`config.mk`:
```
export PLATFORM = sky130hd
export DESIGN_NAME = servo_ramp_ctrl
export DESIGN_NICKNAME = d
export VERILOG_FILES = /design/src/rtl/pwm_pkg.sv /design/src/rtl/us_tick_gen.sv /design/src/rtl/servo_ramp_ctrl.sv
export SDC_FILE = /design/constraint.sdc
export NUM_CORES = 1
export LEC_CHECK = 0
export ABC_AREA = 1
export ABC_CLOCK_PERIOD_IN_PS = 4300
export CORE_AREA = 2 2 231 233
export DETAILED_ROUTE_END_ITERATION = 6
export DIE_AREA = 0 0 233 235
export PLACE_DENSITY = 0.55
export SLEW_MARGIN = 20
export SYNTH_ARGS = -nofsm -noshare
export SYNTH_HDL_FRONTEND = slang
export SYNTH_SLANG_ARGS = --single-unit
```
`constraint.sdc`:
```
create_clock -name clk0 -period 4.3 [get_ports clk0]
set_input_delay 0.43 -clock clk0 [delete_from_list [all_inputs] [get_ports clk0]]
set_output_delay 0.43 -clock clk0 [all_outputs]
set_load 0.01 [all_outputs]
```
`src/rtl/pwm_pkg.sv`:
```
// Shared constants and helpers for the PWM generators and the setpoint ramp controller.
// Lengths are in microseconds throughout.
package pwm_pkg;

    localparam int LEN_W         = 16;
    localparam int DEF_CLK_DIV   = 50;
    localparam int DEF_FRAME_US  = 10000;
    localparam int DEF_LEN_MIN   = 500;
    localparam int DEF_LEN_MAX   = 2500;
    localparam int DEF_RESET_LEN = 1500;

    typedef logic [LEN_W-1:0] len_t;

    function automatic len_t clamp_len(input len_t v, input len_t lo, input len_t hi);
        if (v < lo) return lo;
        if (v > hi) return hi;
        return v;
    endfunction

    // One frame's slew of len toward tgt; inputs are clamped, so 17 signed bits cannot overflow.
    function automatic len_t ramp_step(input len_t len, input len_t tgt, input len_t step);
        logic signed [LEN_W:0] d;
        logic        [LEN_W:0] mag;
        d   = $signed({1'b0, tgt}) - $signed({1'b0, len});
        mag = d[LEN_W] ? $unsigned(-d) : $unsigned(d);
        if (mag <= {1'b0, step}) return tgt;
        if (!d[LEN_W])           return len + step;
        return len - step;
    endfunction

endpackage

```
`src/rtl/us_tick_gen.sv`:
```
// Synchronous-reset prescaler: one-cycle tick every CLK_DIV clocks, replacing derived clocks.
module us_tick_gen #(
    parameter int CLK_DIV = 50
) (
    input  logic clk0,
    input  logic rst,
    output logic tick
);

    localparam int CW = (CLK_DIV > 1) ? $clog2(CLK_DIV) : 1;

    logic [CW-1:0] div_cnt_q, div_cnt_d;

    always_comb begin
        tick      = (div_cnt_q == CW'(CLK_DIV - 1));
        div_cnt_d = tick ? '0 : div_cnt_q + 1'b1;
    end

    always_ff @(posedge clk0) begin
        if (rst) div_cnt_q <= '0;
        else     div_cnt_q <= div_cnt_d;
    end

endmodule

```
`src/rtl/servo_ramp_ctrl.sv`:
```
// Multi-channel servo setpoint controller: slews each channel's PWM length toward its
// written target by at most STEP microseconds once per PWM frame.
module servo_ramp_ctrl
    import pwm_pkg::*;
#(
    parameter int N_CH      = 4,
    parameter int CLK_DIV   = DEF_CLK_DIV,
    parameter int FRAME_US  = DEF_FRAME_US,
    parameter int STEP      = 10,
    parameter int LEN_MIN   = DEF_LEN_MIN,
    parameter int LEN_MAX   = DEF_LEN_MAX,
    parameter int RESET_LEN = DEF_RESET_LEN
) (
    input  logic                  clk0,
    input  logic                  rst,
    input  logic                  wr_en,
    input  logic [2:0]            wr_ch,
    input  logic [LEN_W-1:0]      wr_data,
    input  logic                  freeze,
    output logic [LEN_W*N_CH-1:0] len_bus,
    output logic [N_CH-1:0]       at_target,
    output logic                  frame_start
);

    localparam int UW = (FRAME_US > 1) ? $clog2(FRAME_US) : 1;

    logic          tick;
    logic          frame_evt;
    logic          ramp_en;
    len_t          wr_clamped;
    logic [UW-1:0] us_cnt_q, us_cnt_d;
    logic          frame_start_q, frame_start_d;

    us_tick_gen #(.CLK_DIV(CLK_DIV)) u_tick (
        .clk0 (clk0),
        .rst  (rst),
        .tick (tick)
    );

    always_comb begin
        frame_evt = tick && (us_cnt_q == UW'(FRAME_US - 1));
        us_cnt_d  = us_cnt_q;
        if (tick) us_cnt_d = frame_evt ? '0 : us_cnt_q + 1'b1;
        frame_start_d = frame_evt;
        ramp_en       = frame_evt && !freeze;
        wr_clamped    = clamp_len(wr_data, len_t'(LEN_MIN), len_t'(LEN_MAX));
    end

    always_ff @(posedge clk0) begin
        if (rst) begin
            us_cnt_q      <= '0;
            frame_start_q <= 1'b0;
        end else begin
            us_cnt_q      <= us_cnt_d;
            frame_start_q <= frame_start_d;
        end
    end

    assign frame_start = frame_start_q;

    for (genvar i = 0; i < N_CH; i++) begin : g_ch
        len_t len_q, len_d;
        len_t tgt_q, tgt_d;

        // Ramp reads tgt_q, so a write on a frame edge only takes effect next frame.
        always_comb begin
            len_d = ramp_en ? ramp_step(len_q, tgt_q, len_t'(STEP)) : len_q;
            tgt_d = (wr_en && (wr_ch == 3'(i))) ? wr_clamped : tgt_q;
        end

        always_ff @(posedge clk0) begin
            if (rst) begin
                len_q <= len_t'(RESET_LEN);
                tgt_q <= len_t'(RESET_LEN);
            end else begin
                len_q <= len_d;
                tgt_q <= tgt_d;
            end
        end

        assign len_bus[LEN_W*i +: LEN_W] = len_q;
        assign at_target[i]              = (len_q == tgt_q);
    end

endmodule

```
==> flow_summary.json, run 1 <==
{
  "status": "finished, final reports clean",
  "initial_utilization_pct": 29.7,
  "die_area_um2": 54800,
  "row_count": 84,
  "io_pins": 92,
  "syn_inst": 2661,
  "yosys_warnings": 0,
  "post_drt_wl_per_cell_um": 14.2,
  "dr_total_vias": 16400,
  "grtUsageMet1_pct": 24.5,
  "final_core_util_pct": 34.2,
  "arrival_ns": 4.19,
  "cts_tree": "built",
  "final_cell_mix": "880 x nand2_1, 409 x inv_1, 293 x nand3_1",
  "grt_max_degree": 79,
  "period_share_pct": 89.3,
  "vias_per_cell": 4.75,
  "synthesis.area_um2": 15500,
  "final.setup_skew_ns": 0.0166,
  "syn_nets": 2815,
  "max_cap_violations": 0,
  "setup_viol": 0,
  "core_area_um2": 52200,
  "p_sw_mw": 2.19,
  "post_dp_cell_area_um2": 17200,
  "worst_setup_path_start_kind": "flip-flop",
  "die_x_um": 233,
  "yosysTopAreaCell": "nand2_1",
  "synth_flop_cell": "dfxtp_1",
  "first_pass_iters": 5,
  "tightest_slew_ns": 0.952,
  "ys_types": 50,
  "root_buffer": "clkbuf_16",
  "area_delta_synth_final_pct": 15.3,
  "internal_power_mw": 3.19,
  "avgSynthCellArea_um2": 5.82,
  "clkTransAtPathRegs_ns": 0.07,
  "seqPwrFrac_pct": 26.3,
  "drc": 0,
  "ant_nets": 0,
  "fin_nets": 2900,
  "cts_made_buffers": 17,
  "diodes": 0,
  "grtUsageMet2_pct": 30.1,
  "cts_htree_levels": 4,
  "layout-drive-gt1-share_pct": 5.65,
  "layout_commonest_cell": "nand2_1",
  "ir_worst_vdd_v": 0.000295,
  "post-dp-hpwl_mm": 39.6,
  "grt_busiest_layer": "met2",
  "path_class": "reg -> reg",
  "sw_frac_of_total_pct": 40.7,
  "max_freq_mhz": 260,
  "initialDrtViolationCount": 1102,
  "fin_tns_setup_ns": 0,
  "use_met3_pct": 2.04,
  "synth-async-reset-ratio_pct": 0,
  "seqCellArea_um2": 2980,
  "routed_wl_mm": 48.8,
  "required_ns": 4.65,
  "critPathMaxFanout": 14,
  "grt_overflow_total": 0,
  "clock-sinks": 149,
  "design_area_um2": 17900,
  "hold_violations": 0,
  "hp-class": "in -> reg",
  "p_leak_nw": 9.42,
  "clockBufferDepth": 2,
  "antenna_found_initial": 0,
  "pwr-share-comb_pct": 41.7,
  "ys_top_cells_by_area": "nand2_1 21%, dfxtp_1 19%, ha_1 9.9%",
  "ys_ff_latch": 149,
  "ctsResizeCount": 0,
  "port_buffers": 91,
  "die_h_um": 235,
  "clock_latency_ns": 0.46,
  "routabilityCongestion": 0.924,
  "critPathCaptureType": "flip-flop",
  "grt_pass1_vias": 15300,
  "grt_first_pass_wirelength_mm": 79.7,
  "multiInputGateArea_um2": 10600,
  "clkPwrFrac_pct": 32.0,
  "synth_edf_count": 0,
  "p_per_area_nw_per_um2": 301,
  "synth-seq-area-share_pct": 19.3,
  "rsz0062_at_grt": "no",
  "power_mw": 5.38,
  "track_usage_pct": 18.1,
  "relSlewSlack_pct": 36.6,
  "netlist.area_leader.share_pct": 21.3,
  "finalCriticalPeriod_ns": 3.84,
  "fillers": 5877,
  "maxSlewViolCount": 0
}
-- state kept, by name (all words and copies together) (netlist names) --
| name | cells |
|---|---|
| us_cnt_q | 14 |
| u_tick.div_cnt_q | 6 |
| g_ch.tgt_q | 64 |
| g_ch.len_q | 64 |
| frame_start | 1 |
-- power by group through the flow --
stage / Sequential (mW) / Clock [mW] / Combinational, mW
after floorplan: 1.44 / 0 / 1.75
after global placement: 1.45 / 0 / 2.24
after detailed placement: 1.45 / 0 / 2.22
after CTS: 1.42 / 1.76 / 2.23
after global routing: 1.42 / 1.82 / 2.57
final: 1.42 / 1.72 / 2.24
-- logic make-up (layout without fill, tap and decap cells) --
kind of cell | after synthesis | in the layout | share of synthesized area (%)
xor gates and xnor gates | 63 | 63 | 3.56
and+or+nand+nor | 1522 | 1522 | 42.9
adders and majority gates | 131 | 131 | 11.0
buffers and inverters | 483 | 581 | 12.2
DFF | 149 | 149 | 19.3
AOI/OAI and AO/OA | 313 | 313 | 11.1
-- metrics by stage --
stage | cells | hold WS, ns | setup slack, ns
floorplan | 2661 | 0.433 | 0.614
global placement | 3413 | 0.452 | 0.558
detailed placement | 3413 | 0.456 | 0.515
CTS | 3445 | 0.315 | 0.489
global route | 3447 | 0.333 | 0.0789
finish | 3447 | 0.324 | 0.460
-- worst max-delay path, stage by stage (launching register included) --
cell	delay, ns
dfxtp_1	0.33
inv_1	0.06
ha_1	0.20
fa_1	0.39
inv_1	0.12
nand2_2	0.08
nand2_2	0.08
nand3_1	0.10
nand2_2	0.10
nand2_1	0.08
nand2_2	0.08
inv_2	0.13
ha_1	0.38
a21o_1	0.19
nand3_1	0.06
nand2_1	0.05
a21oi_1	0.28
o21ai_0	0.20
a21oi_1	0.18
o21bai_1	0.12
nand2_1	0.10
nand2_1	0.05
nand2_1	0.06
nand2_1	0.04
nand3_1	0.07
nand3_1	0.08
nand2_1	0.06
inv_1	0.04
-- routing by layer --
metal | part of all wire, % | vias up
li1 | - | 8711
met1 | 49 | 7291
met2 | 46 | 314
met3 | 3.7 | 56
met4 | 2.1 | 0
met5 | 0 | -
-- cells in the mapped netlist (20+ instances only) --
master,count
nand2_1,880
inv_1,409
nand3_1,293
a21oi_1,192
nor2_1,180
dfxtp_1,149
ha_1,123
o21ai_0,58
nand4_1,42
xor2_1,39
clkbuf_1,28
nand2_2,28
xnor2_1,24
nor3_1,22
inv_2,21
o211ai_1,20
-- area by class of cell --
class	instances	share of cell area [%]
Clock buffer	17	2.38
Timing Repair Buffer	118	6.29
Tap cell	688	4.82
Sequential cell	149	16.7
Inverter	431	9.06
Multi-Input combinational cell	2029	59.5
Clock inverter	15	1.30
-- final timing paths --
| kind | endpoint | slack [ns] | cells past startpoint | startpoint |
|---|---|---|---|---|
| max | g_ch[2].len_q[13] | 0.46 | 27 | g_ch[2].tgt_q[0] |
| min | us_cnt_q[5] | 0.32 | 2 | rst |
| max reg2reg | g_ch[2].len_q[13] | 0.46 | 27 | g_ch[2].tgt_q[0] |
| min reg2reg | us_cnt_q[13] | 0.47 | 2 | us_cnt_q[13] |
-- what timing repair did --
item                                   in CTS  in global routing
endpoints found under the hold margin       0                  0
hold buffers                                0                  0
setup endpoints to repair                   0                  1
setup buffers                               0                  2
Note: power is estimated with default switching activity, not from simulation.
==> run 2: changes to the inputs <==
--- a/config.mk
+++ b/config.mk
@@ -6,11 +6,12 @@
 export NUM_CORES = 1
 export LEC_CHECK = 0
 export ABC_AREA = 1
-export ABC_CLOCK_PERIOD_IN_PS = 4300
+export ABC_CLOCK_PERIOD_IN_PS = 5000
 export CORE_AREA = 2 2 231 233
 export DETAILED_ROUTE_END_ITERATION = 6
 export DIE_AREA = 0 0 233 235
 export PLACE_DENSITY = 0.55
+export SETUP_SLACK_MARGIN = 0.1
 export SLEW_MARGIN = 20
 export SYNTH_ARGS = -nofsm -noshare
 export SYNTH_HDL_FRONTEND = slang
==> constraint.sdc (replaced) <==
create_clock -name clk0 -period 5 [get_ports clk0]
set_input_delay 0.5 -clock clk0 [delete_from_list [all_inputs] [get_ports clk0]]
set_output_delay 0.5 -clock clk0 [all_outputs]
set_load 0.01 [all_outputs]
==> flow_summary.json, run 2 (synthesized netlist as in run 1, its figures left out) <==
{
  "die_area_um2": 54800,
  "relSlewSlack_pct": 45.6,
  "clockBufferDepth": 2,
  "cp_slowest_cell": "ha_1",
  "vias_per_cell": 4.75,
  "critPathMaxFanout": 31,
  "grt_busiest_layer": "met2",
  "ctsHoldBuffers": 0,
  "track_usage_pct": 17.8,
  "worst_setup_path_start_kind": "flip-flop",
  "grt_first_pass_wirelength_mm": 78.7,
  "maxSlewViolCount": 0,
  "grtUsageMet2_pct": 28.7,
  "final_cell_mix": "880 x nand2_1, 409 x inv_1, 293 x nand3_1",
  "area_delta_synth_final_pct": 14.4,
  "max_cap_violations": 0,
  "layout-drive-gt1-share_pct": 5.28,
  "finalCriticalPeriod_ns": 4.23,
  "path_delay_family": "simple AND/OR/NAND/NOR gates",
  "routabilityCongestion": 0.933,
  "setup_slack_ns": 0.772,
  "post-dp-hpwl_mm": 39.2,
  "hp-class": "reg -> reg",
  "core_area_um2": 52200,
  "critPathCaptureType": "flip-flop",
  "cts_htree_levels": 4,
  "tightest_slew_ns": 0.814,
  "grtUsageMet1_pct": 25.0,
  "fin_nets": 2889,
  "setup_viol": 0,
  "fin_tns_setup_ns": 0,
  "port_buffers": 91,
  "ir_worst_vdd_v": 0.000206,
  "clkTransAtPathRegs_ns": 0.07,
  "drc": 0,
  "slowest_delay_ns": 0.44,
  "first_pass_iters": 7,
  "grt_overflow_total": 0,
  "p_per_area_nw_per_um2": 254,
  "cp_common_cell": "nand2_1",
  "initial_utilization_pct": 29.7,
  "clock-sinks": 149,
  "die_x_um": 233,
  "initialDrtViolationCount": 1004,
  "path_class": "reg -> reg",
  "fillers": 5797,
  "pre_cts_ws_ns": 0.846,
  "r2r_setup_slack_ns": 0.77,
  "hold_violations": 0,
  "die_h_um": 235,
  "top_regs": "g_ch.len_q: 64 flops, g_ch.tgt_q: 64 flops, us_cnt_q: 14 flops",
  "cts_tree": "built",
  "diodes": 0,
  "grt_pass1_vias": 15100,
  "io_pins": 92,
  "clock_latency_ns": 0.45,
  "root_buffer": "clkbuf_16",
  "routed_wl_mm": 48.9,
  "crit_buf_inv": 5,
  "cts_setup_buffers": 0,
  "dr_total_vias": 16300,
  "ant_nets": 0,
  "antenna_found_initial": 0,
  "max_freq_mhz": 237,
  "row_count": 84,
  "ctsResizeCount": 0,
  "arrival_ns": 4.63,
  "required_ns": 5.41,
  "post_drt_wl_per_cell_um": 14.2,
  "p_leak_nw": 9.33,
  "status": "finished, final reports clean",
  "cts_made_buffers": 17,
  "final.setup_skew_ns": 0.00882,
  "layout_commonest_cell": "nand2_1",
  "period_share_pct": 84.6,
  "rsz0062_at_grt": "no",
  "grt_max_degree": 63,
  "use_met3_pct": 1.98
}
run 2: per-stage QoR:
step	total power, mW	instances	hold WS, ns	util (%)	cell area, µm²
detailed placement	3.16	3404	0.460	32.8	17100
global route	4.85	3436	0.494	33.9	17700
finish	4.50	3436	0.466	33.9	17700
CTS	4.54	3436	0.471	33.9	17700
global placement	3.17	3404	0.456	32.8	17100
floorplan	2.74	2661	0.433	-	15500
run 2: report_power, final:
part           leakage, nW  switching [mW]  internal (mW)
Clock                0.291           0.601          0.764
Sequential            1.21          0.0176           1.20
Combinational         7.84            1.24          0.674
run 2: path summary, 6_finish.rpt:
kind	to	depth (start not counted)	startpoint
max	g_ch[2].len_q[13]	26	g_ch[2].tgt_q[0]
min	g_ch[3].len_q[0]	2	g_ch[3].tgt_q[0]
max reg2reg	g_ch[2].len_q[13]	26	g_ch[2].tgt_q[0]
min reg2reg	g_ch[3].len_q[0]	2	g_ch[3].tgt_q[0]
run 2: tightest hold or removal path, stage by stage (launching register included):
cell and delay (ns):
dfxtp_1 0.30, inv_1 0.06, a21oi_1 0.06
run 2: layer usage:
metal / up-vias / share of wire, %
li1: 8682 / -
met3: 39 / 4.1
met2: 321 / 45
met4: 0 / 1.6
met5: - / 0
met1: 7280 / 50
run 2: cell type report:
type	instances	area [µm²]	area share (%)
multi-input combinational	2029	10600	59.9
clock buffer	18	439	2.48
inverter	431	1620	9.14
sequential	149	2980	16.8
tap	688	861	4.86
clock inverter	14	168	0.946
timing repair buffer	107	1030	5.80
==> run 3: changes to the inputs <==
--- a/config.mk
+++ b/config.mk
@@ -6,7 +6,7 @@
 export NUM_CORES = 1
 export LEC_CHECK = 0
 export ABC_AREA = 1
-export ABC_CLOCK_PERIOD_IN_PS = 5000
+export ABC_CLOCK_PERIOD_IN_PS = 4000
 export CORE_AREA = 2 2 231 233
 export DETAILED_ROUTE_END_ITERATION = 6
 export DIE_AREA = 0 0 233 235
==> constraint.sdc (replaced) <==
create_clock -name clk0 -period 4 [get_ports clk0]
set_input_delay 0.4 -clock clk0 [delete_from_list [all_inputs] [get_ports clk0]]
set_output_delay 0.4 -clock clk0 [all_outputs]
set_load 0.01 [all_outputs]
==> flow_summary.json, run 3 (synthesized netlist as in run 1, its figures left out) <==
{
  "status": "finished, final reports clean",
  "final.setup_skew_ns": 0.0173,
  "max_freq_mhz": 274,
  "internal_power_mw": 3.37,
  "port_buffers": 91,
  "row_count": 84,
  "min_path_cells": 2,
  "post-dp-hpwl_mm": 40.1,
  "hp-class": "in -> reg",
  "grt_overflow_total": 0,
  "routed_wl_mm": 49.9,
  "drc": 0,
  "ir_worst_vdd_v": 0.000293,
  "maxSlewViolCount": 0,
  "p_leak_nw": 9.58,
  "dr_total_vias": 16400,
  "critPathMaxFanout": 18,
  "post_drt_wl_per_cell_um": 14.3,
  "sw_frac_of_total_pct": 41.6,
  "layout-drive-gt1-share_pct": 7.44,
  "cts_tree": "built",
  "initialDrtViolationCount": 1222,
  "rsz0062_at_grt": "yes",
  "grt_busiest_layer": "met2",
  "seqPwrFrac_pct": 26.4,
  "fin_nets": 2935,
  "layout_commonest_cell": "nand2_1",
  "grt_pass1_vias": 15500,
  "die_area_um2": 54800,
  "area_delta_synth_final_pct": 17.5,
  "clock_latency_ns": 0.44,
  "p_per_area_nw_per_um2": 317,
  "clkPwrFrac_pct": 30.0,
  "clockBufferDepth": 2,
  "pwr-share-comb_pct": 43.6,
  "required_ns": 4.37,
  "routabilityCongestion": 0.918,
  "arrival_ns": 4.02,
  "initial_utilization_pct": 29.7,
  "die_h_um": 235,
  "grtUsageMet1_pct": 24.9,
  "ant_nets": 0,
  "clkTransAtPathRegs_ns": 0.08,
  "first_pass_iters": 5,
  "antenna_found_initial": 0,
  "io_pins": 92,
  "core_area_um2": 52200,
  "fin_tns_setup_ns": 0,
  "root_buffer": "clkbuf_16",
  "period_share_pct": 91.1,
  "tightest_slew_ns": 0.945,
  "critPathCaptureType": "flip-flop",
  "power_mw": 5.77,
  "cts_htree_levels": 4,
  "setup_viol": 0,
  "reg2reg_depth": 20,
  "grtUsageMet2_pct": 30.4,
  "ctsHoldBuffers": 0,
  "relSlewSlack_pct": 37.0,
  "grt_max_degree": 81,
  "diodes": 0,
  "cts_made_buffers": 17,
  "worst_setup_path_start_kind": "flip-flop",
  "finalCriticalPeriod_ns": 3.65,
  "p_sw_mw": 2.40,
  "track_usage_pct": 18.2,
  "use_met3_pct": 2.22,
  "top_regs": "g_ch.len_q: 64 flops, g_ch.tgt_q: 64 flops, us_cnt_q: 14 flops",
  "path_class": "reg -> reg",
  "hold_violations": 0,
  "grt_first_pass_wirelength_mm": 80.4,
  "max_cap_violations": 0,
  "clock-sinks": 149,
  "die_x_um": 233,
  "final_cell_mix": "879 x nand2_1, 408 x inv_1, 293 x nand3_1",
  "vias_per_cell": 4.72
}
[run 3: changes by cell type in the layout (fill, tap and decap cells not counted), moves of 2 or more]
cell,before,now
a21oi_2,2,6
ha_2,0,3
buf_12,0,3
ha_4,0,4
a21oi_1,192,188
inv_6,2,4
o21ai_1,11,16
ha_1,123,116
o21ai_0,58,53
buf_4,17,60
[run 3: per-layer routing]
layer	routed length, µm	part of all wire (%)
met4	868	1.7
met1	24600	49
met2	22700	45
met5	0	0
met3	1800	3.6
[run 3: cell type report]
class                      instances  area [µm²]
clock buffer                      17         425
tap                              688         861
fill                            5855       34000
timing repair buffer             153        1410
inverter                         431        1620
sequential                       149        2980
clock inverter                    15         185
multi-input combinational       2029       10700
[run 3: path summary, 6_finish.rpt]
path / from / endpoint / slack (ns)
min: rst / g_ch[0].len_q[12] / 0.29
min reg2reg: us_cnt_q[13] / us_cnt_q[13] / 0.47
max: g_ch[2].len_q[5] / g_ch[2].len_q[7] / 0.35
max reg2reg: g_ch[2].len_q[5] / g_ch[2].len_q[7] / 0.35
[run 3: stage by stage]
stage	setup slack, ns	hold WS, ns	cells	instance area (µm²)	util [%]
2_1_floorplan	0.314	0.433	2661	15500	-
4_1_cts	0.263	0.279	3476	18100	34.6
6_report	0.354	0.293	3482	18200	34.8
3_3_place_gp	0.240	0.450	3444	17400	33.4
5_1_grt	0.0654	0.289	3482	18200	34.8
3_5_place_dp	0.278	0.457	3444	17400	33.4
[run 3: worst max-delay path, cell delays in order (launching register included)]
cell and delay, ns:
dfxtp_1 0.50, inv_1 0.08, ha_1 0.37, nand2_1 0.09, nand2_1 0.09, a21oi_2 0.16
nand2_2 0.09, nand2_1 0.10, nand2_2 0.10, inv_2 0.19, buf_4 0.28, nand2_1 0.08
nand2_1 0.06, nand3_1 0.08, nor3_2 0.21, nand3_2 0.14, nor2_8 0.23, nand2_4 0.17
nor2_1 0.27, nand2_1 0.14, nand3_1 0.12
[run 3: power by group through the flow]
stage / Sequential (mW) / Clock, mW / Combinational (mW)
floorplan: 1.55 / 0 / 1.88
global placement: 1.56 / 0 / 2.45
detailed placement: 1.56 / 0 / 2.44
CTS: 1.52 / 1.76 / 2.45
global route: 1.53 / 1.82 / 2.86
finish: 1.52 / 1.73 / 2.52
[run 3: repair_timing]
item | CTS | global route
gates resized for setup | 0 | 24
setup endpoints to repair | 0 | 11
buffers inserted | 0 | 6
